===== config.mk =====
export PLATFORM = sky130hd
export DESIGN_NAME = rf_access_arbiter
export DESIGN_NICKNAME = d
export VERILOG_FILES = /design/src/rtl/rf_arb_pkg.sv /design/src/rtl/rf_arb_rd_tracker.sv /design/src/rtl/rf_access_arbiter.sv
export SDC_FILE = /design/constraint.sdc
export NUM_CORES = 1
export LEC_CHECK = 0
export BUFFER_PORTS_ARGS = -buffer_cell sky130_fd_sc_hd__buf_4
export CAP_MARGIN = 20
export CORE_ASPECT_RATIO = 0.75
export CORE_MARGIN = 3
export CORE_UTILIZATION = 40
export DETAILED_ROUTE_END_ITERATION = 16
export GPL_TIMING_DRIVEN = 1
export HOLD_SLACK_MARGIN = 0.03
export PLACE_DENSITY = 0.69
export SLEW_MARGIN = 20
export SYNTH_ARGS = -nofsm -noshare
export SYNTH_HDL_FRONTEND = slang
export SYNTH_SLANG_ARGS = --single-unit

===== constraint.sdc =====
create_clock -name clk -period 4.7 [get_ports clk]
set_input_delay 1.41 -clock clk [delete_from_list [all_inputs] [get_ports clk]]
set_output_delay 1.41 -clock clk [all_outputs]
set_load 0.02 [all_outputs]

===== src/rtl/rf_arb_pkg.sv =====
// Shared types for the register-file access arbiter.
//   arb_state_e : arbiter FSM states
//   owner_e     : which requester holds the register-file port
//   own_state() : maps an owner onto its OWN_x state
package rf_arb_pkg;

  localparam int unsigned DefAddrW     = 8;
  localparam int unsigned DefDataW     = 32;
  localparam int unsigned DefRdTimeout = 16;

  typedef enum logic [2:0] {
    StIdle,
    StOwnS,
    StOwnL,
    StDeferRd,  // write issued, read of the same command pair still to go
    StRdWait
  } arb_state_e;

  // Encoding is relied on by the tracker's 1-bit owner tag.
  typedef enum logic {
    OwnSlave = 1'b0,
    OwnLocal = 1'b1
  } owner_e;

  function automatic arb_state_e own_state(owner_e owner);
    return (owner == OwnLocal) ? StOwnL : StOwnS;
  endfunction

endpackage


===== src/rtl/rf_arb_rd_tracker.sv =====
// Read-completion tracker for rf_access_arbiter.
//   clk_i, reset_i : clock, synchronous active-high reset
//   capture_i      : a read was accepted; latch owner_i as the read's owner
//   owner_i        : owner of the accepted read (rf_arb_pkg::owner_e encoding)
//   load_i         : arbiter enters RD_WAIT; counter restarts at 1
//   active_i       : arbiter is in RD_WAIT
//   rd_valid_i     : register_file read-data valid
//   owner_o        : owner tag of the outstanding read
//   done_o         : read data arrived this cycle
//   timeout_o      : wait budget exhausted without data this cycle
module rf_arb_rd_tracker
  import rf_arb_pkg::*;
#(
  parameter int unsigned RD_TIMEOUT = DefRdTimeout
) (
  input  logic clk_i,
  input  logic reset_i,
  input  logic capture_i,
  input  logic owner_i,
  input  logic load_i,
  input  logic active_i,
  input  logic rd_valid_i,
  output logic owner_o,
  output logic done_o,
  output logic timeout_o
);

  localparam int unsigned CntW = $clog2(RD_TIMEOUT + 1);
  localparam logic [CntW-1:0] CntMax = CntW'(RD_TIMEOUT);

  logic [CntW-1:0] cnt_q;
  logic            owner_q;

  always_ff @(posedge clk_i) begin
    if (reset_i) begin
      cnt_q   <= '0;
      owner_q <= OwnSlave;
    end else begin
      if (capture_i) begin
        owner_q <= owner_i;
      end
      // Counter value equals the index of the current RD_WAIT cycle.
      if (load_i) begin
        cnt_q <= CntW'(1);
      end else if (active_i && (cnt_q != CntMax)) begin
        cnt_q <= cnt_q + CntW'(1);
      end
    end
  end

  // Data arriving on the last allowed cycle still counts as a real completion.
  assign done_o    = active_i & rd_valid_i;
  assign timeout_o = active_i & ~rd_valid_i & (cnt_q == CntMax);
  assign owner_o   = owner_q;

endmodule


===== src/rtl/rf_access_arbiter.sv =====
// Single-port owner/responder for register_file.
// Arbitrates between the AXI-lite slave rf* port and a local control port,
// round-robin on ties, drives register_file rd/wr, and routes read data back
// to the requester that issued the read.
//   clk, reset                : clock, synchronous active-high reset
//   slave_need_rf, rf*        : slave ownership request / commands / read return
//   loc_*                     : local ownership request / commands / read return
//   rf_busy, loc_busy         : that side's commands are ignored this cycle
//   wr_en/wr_addr/wr_data     : register_file write port (registered)
//   rd_en/rd_addr             : register_file read port (registered)
//   rd_data, rf_rd_valid      : register_file read return
//   rd_timeout                : pulses with the strobe of a forced read completion
module rf_access_arbiter
  import rf_arb_pkg::*;
#(
  parameter int unsigned ADDR_W     = DefAddrW,
  parameter int unsigned DATA_W     = DefDataW,
  parameter int unsigned RD_TIMEOUT = DefRdTimeout
) (
  input  logic              clk,
  input  logic              reset,
  input  logic              slave_need_rf,
  input  logic              rfwrcmd,
  input  logic              rfrdcmd,
  input  logic [ADDR_W-1:0] rfwraddr,
  input  logic [ADDR_W-1:0] rfrdaddr,
  input  logic [DATA_W-1:0] rfwrdata,
  output logic [DATA_W-1:0] rfrddata,
  output logic              rf_busy,
  output logic              rf_data_valid,
  input  logic              loc_req,
  input  logic              loc_wrcmd,
  input  logic              loc_rdcmd,
  input  logic [ADDR_W-1:0] loc_addr,
  input  logic [DATA_W-1:0] loc_wrdata,
  output logic [DATA_W-1:0] loc_rddata,
  output logic              loc_busy,
  output logic              loc_data_valid,
  output logic              wr_en,
  output logic              rd_en,
  output logic [ADDR_W-1:0] wr_addr,
  output logic [ADDR_W-1:0] rd_addr,
  output logic [DATA_W-1:0] wr_data,
  input  logic [DATA_W-1:0] rd_data,
  input  logic              rf_rd_valid,
  output logic              rd_timeout
);

  arb_state_e        state_q, state_d;
  owner_e            last_owner_q, last_owner_d;
  logic              wr_en_q, wr_en_d;
  logic              rd_en_q, rd_en_d;
  logic [ADDR_W-1:0] wr_addr_q, wr_addr_d;
  logic [ADDR_W-1:0] rd_addr_q, rd_addr_d;
  logic [ADDR_W-1:0] pend_addr_q, pend_addr_d;
  logic [DATA_W-1:0] wr_data_q, wr_data_d;
  logic [DATA_W-1:0] rf_rddata_q, rf_rddata_d;
  logic [DATA_W-1:0] loc_rddata_q, loc_rddata_d;
  logic              rf_dv_q, rf_dv_d;
  logic              loc_dv_q, loc_dv_d;
  logic              tmo_q, tmo_d;

  // Command view of whichever side currently owns the port.
  logic              own_loc;
  logic              own_req, own_wr, own_rd;
  logic [ADDR_W-1:0] own_wraddr, own_rdaddr;
  logic [DATA_W-1:0] own_wrdata;

  assign own_loc    = (state_q == StOwnL);
  assign own_req    = own_loc ? loc_req    : slave_need_rf;
  assign own_wr     = own_loc ? loc_wrcmd  : rfwrcmd;
  assign own_rd     = own_loc ? loc_rdcmd  : rfrdcmd;
  assign own_wraddr = own_loc ? loc_addr   : rfwraddr;
  assign own_rdaddr = own_loc ? loc_addr   : rfrdaddr;
  assign own_wrdata = own_loc ? loc_wrdata : rfwrdata;

  logic   trk_capture, trk_load, trk_active;
  logic   trk_owner, trk_done, trk_tmo;
  owner_e rd_owner;
  logic   rd_owner_req;

  assign trk_active   = (state_q == StRdWait);
  assign rd_owner     = owner_e'(trk_owner);
  assign rd_owner_req = (rd_owner == OwnLocal) ? loc_req : slave_need_rf;

  rf_arb_rd_tracker #(
    .RD_TIMEOUT (RD_TIMEOUT)
  ) u_rd_tracker (
    .clk_i      (clk),
    .reset_i    (reset),
    .capture_i  (trk_capture),
    .owner_i    (own_loc),
    .load_i     (trk_load),
    .active_i   (trk_active),
    .rd_valid_i (rf_rd_valid),
    .owner_o    (trk_owner),
    .done_o     (trk_done),
    .timeout_o  (trk_tmo)
  );

  always_comb begin
    owner_e            grant;
    logic [DATA_W-1:0] ret_data;

    state_d      = state_q;
    last_owner_d = last_owner_q;
    wr_en_d      = 1'b0;
    rd_en_d      = 1'b0;
    wr_addr_d    = wr_addr_q;
    wr_data_d    = wr_data_q;
    rd_addr_d    = rd_addr_q;
    pend_addr_d  = pend_addr_q;
    rf_rddata_d  = rf_rddata_q;
    loc_rddata_d = loc_rddata_q;
    rf_dv_d      = 1'b0;
    loc_dv_d     = 1'b0;
    tmo_d        = 1'b0;
    trk_capture  = 1'b0;
    trk_load     = 1'b0;
    grant        = OwnSlave;
    ret_data     = trk_done ? rd_data : '0;

    unique case (state_q)
      StIdle: begin
        // Commands are never looked at here; only ownership is decided.
        if (slave_need_rf || loc_req) begin
          if (slave_need_rf && loc_req) begin
            grant = (last_owner_q == OwnLocal) ? OwnSlave : OwnLocal;
          end else begin
            grant = loc_req ? OwnLocal : OwnSlave;
          end
          state_d      = own_state(grant);
          last_owner_d = grant;
        end
      end

      StOwnS, StOwnL: begin
        if (!own_req) begin
          state_d = StIdle;
        end else begin
          if (own_wr) begin
            wr_en_d   = 1'b1;
            wr_addr_d = own_wraddr;
            wr_data_d = own_wrdata;
          end
          if (own_rd) begin
            trk_capture = 1'b1;
            if (own_wr) begin
              // Read goes out one cycle after the write so it sees the new value.
              pend_addr_d = own_rdaddr;
              state_d     = StDeferRd;
            end else begin
              rd_en_d   = 1'b1;
              rd_addr_d = own_rdaddr;
              trk_load  = 1'b1;
              state_d   = StRdWait;
            end
          end
        end
      end

      StDeferRd: begin
        rd_en_d   = 1'b1;
        rd_addr_d = pend_addr_q;
        trk_load  = 1'b1;
        state_d   = StRdWait;
      end

      StRdWait: begin
        if (trk_done || trk_tmo) begin
          if (rd_owner == OwnLocal) begin
            loc_rddata_d = ret_data;
            loc_dv_d     = 1'b1;
          end else begin
            rf_rddata_d = ret_data;
            rf_dv_d     = 1'b1;
          end
          tmo_d   = trk_tmo;
          state_d = rd_owner_req ? own_state(rd_owner) : StIdle;
        end
      end

      default: state_d = StIdle;
    endcase
  end

  always_ff @(posedge clk) begin
    if (reset) begin
      state_q      <= StIdle;
      last_owner_q <= OwnLocal;
      wr_en_q      <= 1'b0;
      rd_en_q      <= 1'b0;
      wr_addr_q    <= '0;
      rd_addr_q    <= '0;
      pend_addr_q  <= '0;
      wr_data_q    <= '0;
      rf_rddata_q  <= '0;
      loc_rddata_q <= '0;
      rf_dv_q      <= 1'b0;
      loc_dv_q     <= 1'b0;
      tmo_q        <= 1'b0;
    end else begin
      state_q      <= state_d;
      last_owner_q <= last_owner_d;
      wr_en_q      <= wr_en_d;
      rd_en_q      <= rd_en_d;
      wr_addr_q    <= wr_addr_d;
      rd_addr_q    <= rd_addr_d;
      pend_addr_q  <= pend_addr_d;
      wr_data_q    <= wr_data_d;
      rf_rddata_q  <= rf_rddata_d;
      loc_rddata_q <= loc_rddata_d;
      rf_dv_q      <= rf_dv_d;
      loc_dv_q     <= loc_dv_d;
      tmo_q        <= tmo_d;
    end
  end

  assign rf_busy        = (state_q != StOwnS);
  assign loc_busy       = (state_q != StOwnL);
  assign wr_en          = wr_en_q;
  assign rd_en          = rd_en_q;
  assign wr_addr        = wr_addr_q;
  assign rd_addr        = rd_addr_q;
  assign wr_data        = wr_data_q;
  assign rfrddata       = rf_rddata_q;
  assign loc_rddata     = loc_rddata_q;
  assign rf_data_valid  = rf_dv_q;
  assign loc_data_valid = loc_dv_q;
  assign rd_timeout     = tmo_q;

endmodule

==> results.sh <==
export IMPL_ys_top_cells_by_count="nand2_1, dfxtp_1, nor2_1, a21oi_1, mux2i_1"
export IMPL_cts_resized=0
export IMPL_n_fill_cell=1267
export IMPL_avgSynthCellArea_um2=8.401
export IMPL_numCtsBuffers=17
export IMPL_yosysMostFrequentCell="nand2_1"
export IMPL_initial_core_util=0.4168
export IMPL_n_antenna_cell=0
export IMPL_dp_cells=1086
export IMPL_power_density_nw_per_um2=393.5
export IMPL_pre_cts_ws_ps=1434
export IMPL_post_drt_wl_per_cell_um=15.48
export IMPL_antenna_found_initial=0
export IMPL_timing_max_cap_violations=0
export IMPL_p_total_mw=3.317
export IMPL_grt_max_degree=53
export IMPL_cts_root_buffer="clkbuf_16"
export IMPL_drive_above_1_share=0.3192
export IMPL_final_setup_worst_slack_ps=1319
export IMPL_chipHeight_um=110.7
export IMPL_finalNonFillerCells=1116
export IMPL_crit_path_cell_trace="nor2b_1 > nand2_1 > buf_4"
export IMPL_drv_slew=0
export IMPL_setup_viol=0
export IMPL_finalInstanceArea_um2=8429
export IMPL_yosysWarnings=0
export IMPL_num_vias=5640
export IMPL_gp_congestion=0.8183
export IMPL_clock_latency_ps=410
export IMPL_final_seq_area_um2=2703
export IMPL_dieArea_um2=16120
export IMPL_grt_remaining_overflow=0
export IMPL_tritoncts="done"
export IMPL_via_per_inst=5.054
export IMPL_drt_iter0_drc=242
export IMPL_dp_hpwl_um=11900
export IMPL_syn_to_final_growth_pct=44.17
export IMPL_rsz0062_at_grt="no"
export IMPL_worstPathRequired_ps=3290
export IMPL_worstMarginPinSlew_ps=1044
export IMPL_yosysSeqAreaShare=0.4622
export IMPL_ys_top_cells_by_area="dfxtp_1, nand2_1, mux2i_1, a311oi_1, nor2_1"
export IMPL_hold_viol=0
export IMPL_ys_ff_latch=135
export IMPL_synth_distinct_cells=48
export IMPL_outcome="complete, no violations"
export IMPL_synth_top_area_frac=0.4622
export IMPL_place_area_um2=7764
export IMPL_fin_nets=1041
export IMPL_arrival_ps=1970
export IMPL_worstSetupPathType="reg2out"
export IMPL_path_max_fanout=24
export IMPL_period_minus_slack_ps=3381
export IMPL_dr_pass1_iters=6
export IMPL_remaining_drc_errors=0
export IMPL_synthCells=696
export IMPL_max_freq_mhz=295.8
export IMPL_die_x_um=145.6
export IMPL_io_buffers=247
export IMPL_grt_total_usage=0.2065
export IMPL_clock_path_buffers=2
export IMPL_yosys_most_used_dff="dfxtp_1"
export IMPL_clock_sinks=135
export IMPL_hold_class="reg2reg"
export IMPL_fp_row_count=37
export IMPL_grt_pass1_wl_um=27630
export IMPL_postCtsSetupBuffers=0
export IMPL_finalCritPeriodShare=0.7193
export IMPL_core_area_um2=14030
export IMPL_syn_area_um2=5847
export IMPL_peakVddDrop_mv=0.2212
export IMPL_synth_fp_nets=827
export IMPL_ant_nets=0
export IMPL_io_pins=248
export IMPL_yosysTopAreaCell="dfxtp_1"
export IMPL_synth_edf_count=0
export IMPL_max_stage_delay_ps=1000
export IMPL_slew_headroom=0.3029
export IMPL_cts_htree_levels=4
export IMPL_fin_skew_ps=9.721
export IMPL_crit_path_end_kind="output pin"
export IMPL_path_clk_slew_ps=50
export IMPL_p_leak_nw=3.454
export IMPL_drt_wl_total_um=17280
export IMPL_fin_tns_setup_ps=0
export IMPL_multiInputGateArea_um2=2875
export IMPL_async_flop_share=0
export IMPL_grt_pass1_vias=5137
export IMPL_hold_buffers=0
export IMPL_critPathLaunchType="register"
export IMPL_cpMaxStageDelayCell="dfxtp_1"
## layout by cell type, fill, tap and decap left out, types with 3 or more instances in the layout
cell,netlist,routed
a21oi_1,57,56
a311oi_1,48,48
and2_1,32,32
buf_4,0,253
bufinv_16,0,6
clkbuf_16,0,17
clkinv_4,0,3
dfxtp_1,135,135
inv_1,5,5
mux2i_1,49,49
nand2_1,160,160
nand3_1,11,11
nand3b_1,4,4
nor2_1,77,77
nor2b_1,5,5
nor3_1,5,5
o221ai_1,8,8
xor2_1,3,3
## per-layer routing
metal	vias up	wire length [um]	GRT usage	part of all wire
met5	-	0	0	0
met4	0	255	0.06641	0.015
met3	19	779	0.04168	0.045
met2	160	8123	0.3143	0.47
met1	2628	8120	0.2943	0.47
li1	2833	-	-	-
## worst paths after layout
kind	startpoint	endpoint	slack, ps	cells after the start
worst min-delay path	loc_rddata[2]$_SDFFE_PP0P_	loc_rddata[2]$_SDFFE_PP0P_	450	2
worst max-delay path	state_q[0]$_SDFFE_PP0P_	rf_busy	1320	3
worst min register to register	loc_rddata[2]$_SDFFE_PP0P_	loc_rddata[2]$_SDFFE_PP0P_	450	2
worst max register to register	state_q[0]$_SDFFE_PP0P_	pend_addr_q[1]$_SDFFE_PP0P_	1750	5
## where the power goes
part	total, mW	internal, mW	leakage, nW	switching (mW)
registers	1.26	1.20	1.09	0.0579
logic	0.549	0.250	2.04	0.299
clock network	1.51	1.00	0.318	0.503
total	3.32	2.46	3.45	0.860
## worst max-delay path, delay by kind of cell, from the launching register on
family / cells / cell delay [ps]
simple gates: 2 / 400
flops: 1 / 1000
buf+inv: 1 / 160
## kinds of logic after synthesis
logic type                 Yosys count  share of synthesized area
AOI/OAI and AO/OA                  128                     0.1556
xor gates and xnor gates             4                   0.005993
adders and majority gates            2                   0.004279
buffers and inverters               65                    0.04879
DFF                                135                     0.4622
muxes                               50                    0.08624
and+or+nand+nor                    312                     0.2369
## registers in the layout, indices dropped and copies added, names as in the netlist
| name | flops |
|---|---|
| last_owner_q | 1 |
| loc_data_valid | 1 |
| loc_rddata | 32 |
| pend_addr_q | 8 |
| rd_addr | 8 |
| rd_en | 1 |
| rd_timeout | 1 |
| rf_data_valid | 1 |
| rfrddata | 32 |
| state_q | 3 |
| u_rd_tracker.cnt_q | 5 |
| u_rd_tracker.owner_o | 1 |
| wr_addr | 8 |
| wr_data | 32 |
| wr_en | 1 |
## per-stage QoR
step | hold slack, ps | utilization
4_1_cts | 454.7 | 0.6009
6_report | 453.3 | 0.6009
2_1_floorplan | 491.9 | -
3_3_place_gp | 443.6 | 0.5535
5_1_grt | 468.0 | 0.6009
3_5_place_dp | 447.2 | 0.5535
## cell type report
cell class,instances,share of cell area
clock buffers,18,0.05210
inverters,6,0.002672
flip-flops and latches,135,0.3206
multi-input cells,496,0.3411
repair buffers,254,0.2277
clock inverters,12,0.02687
well taps,195,0.02894
(Power assumes the default switching activity.)
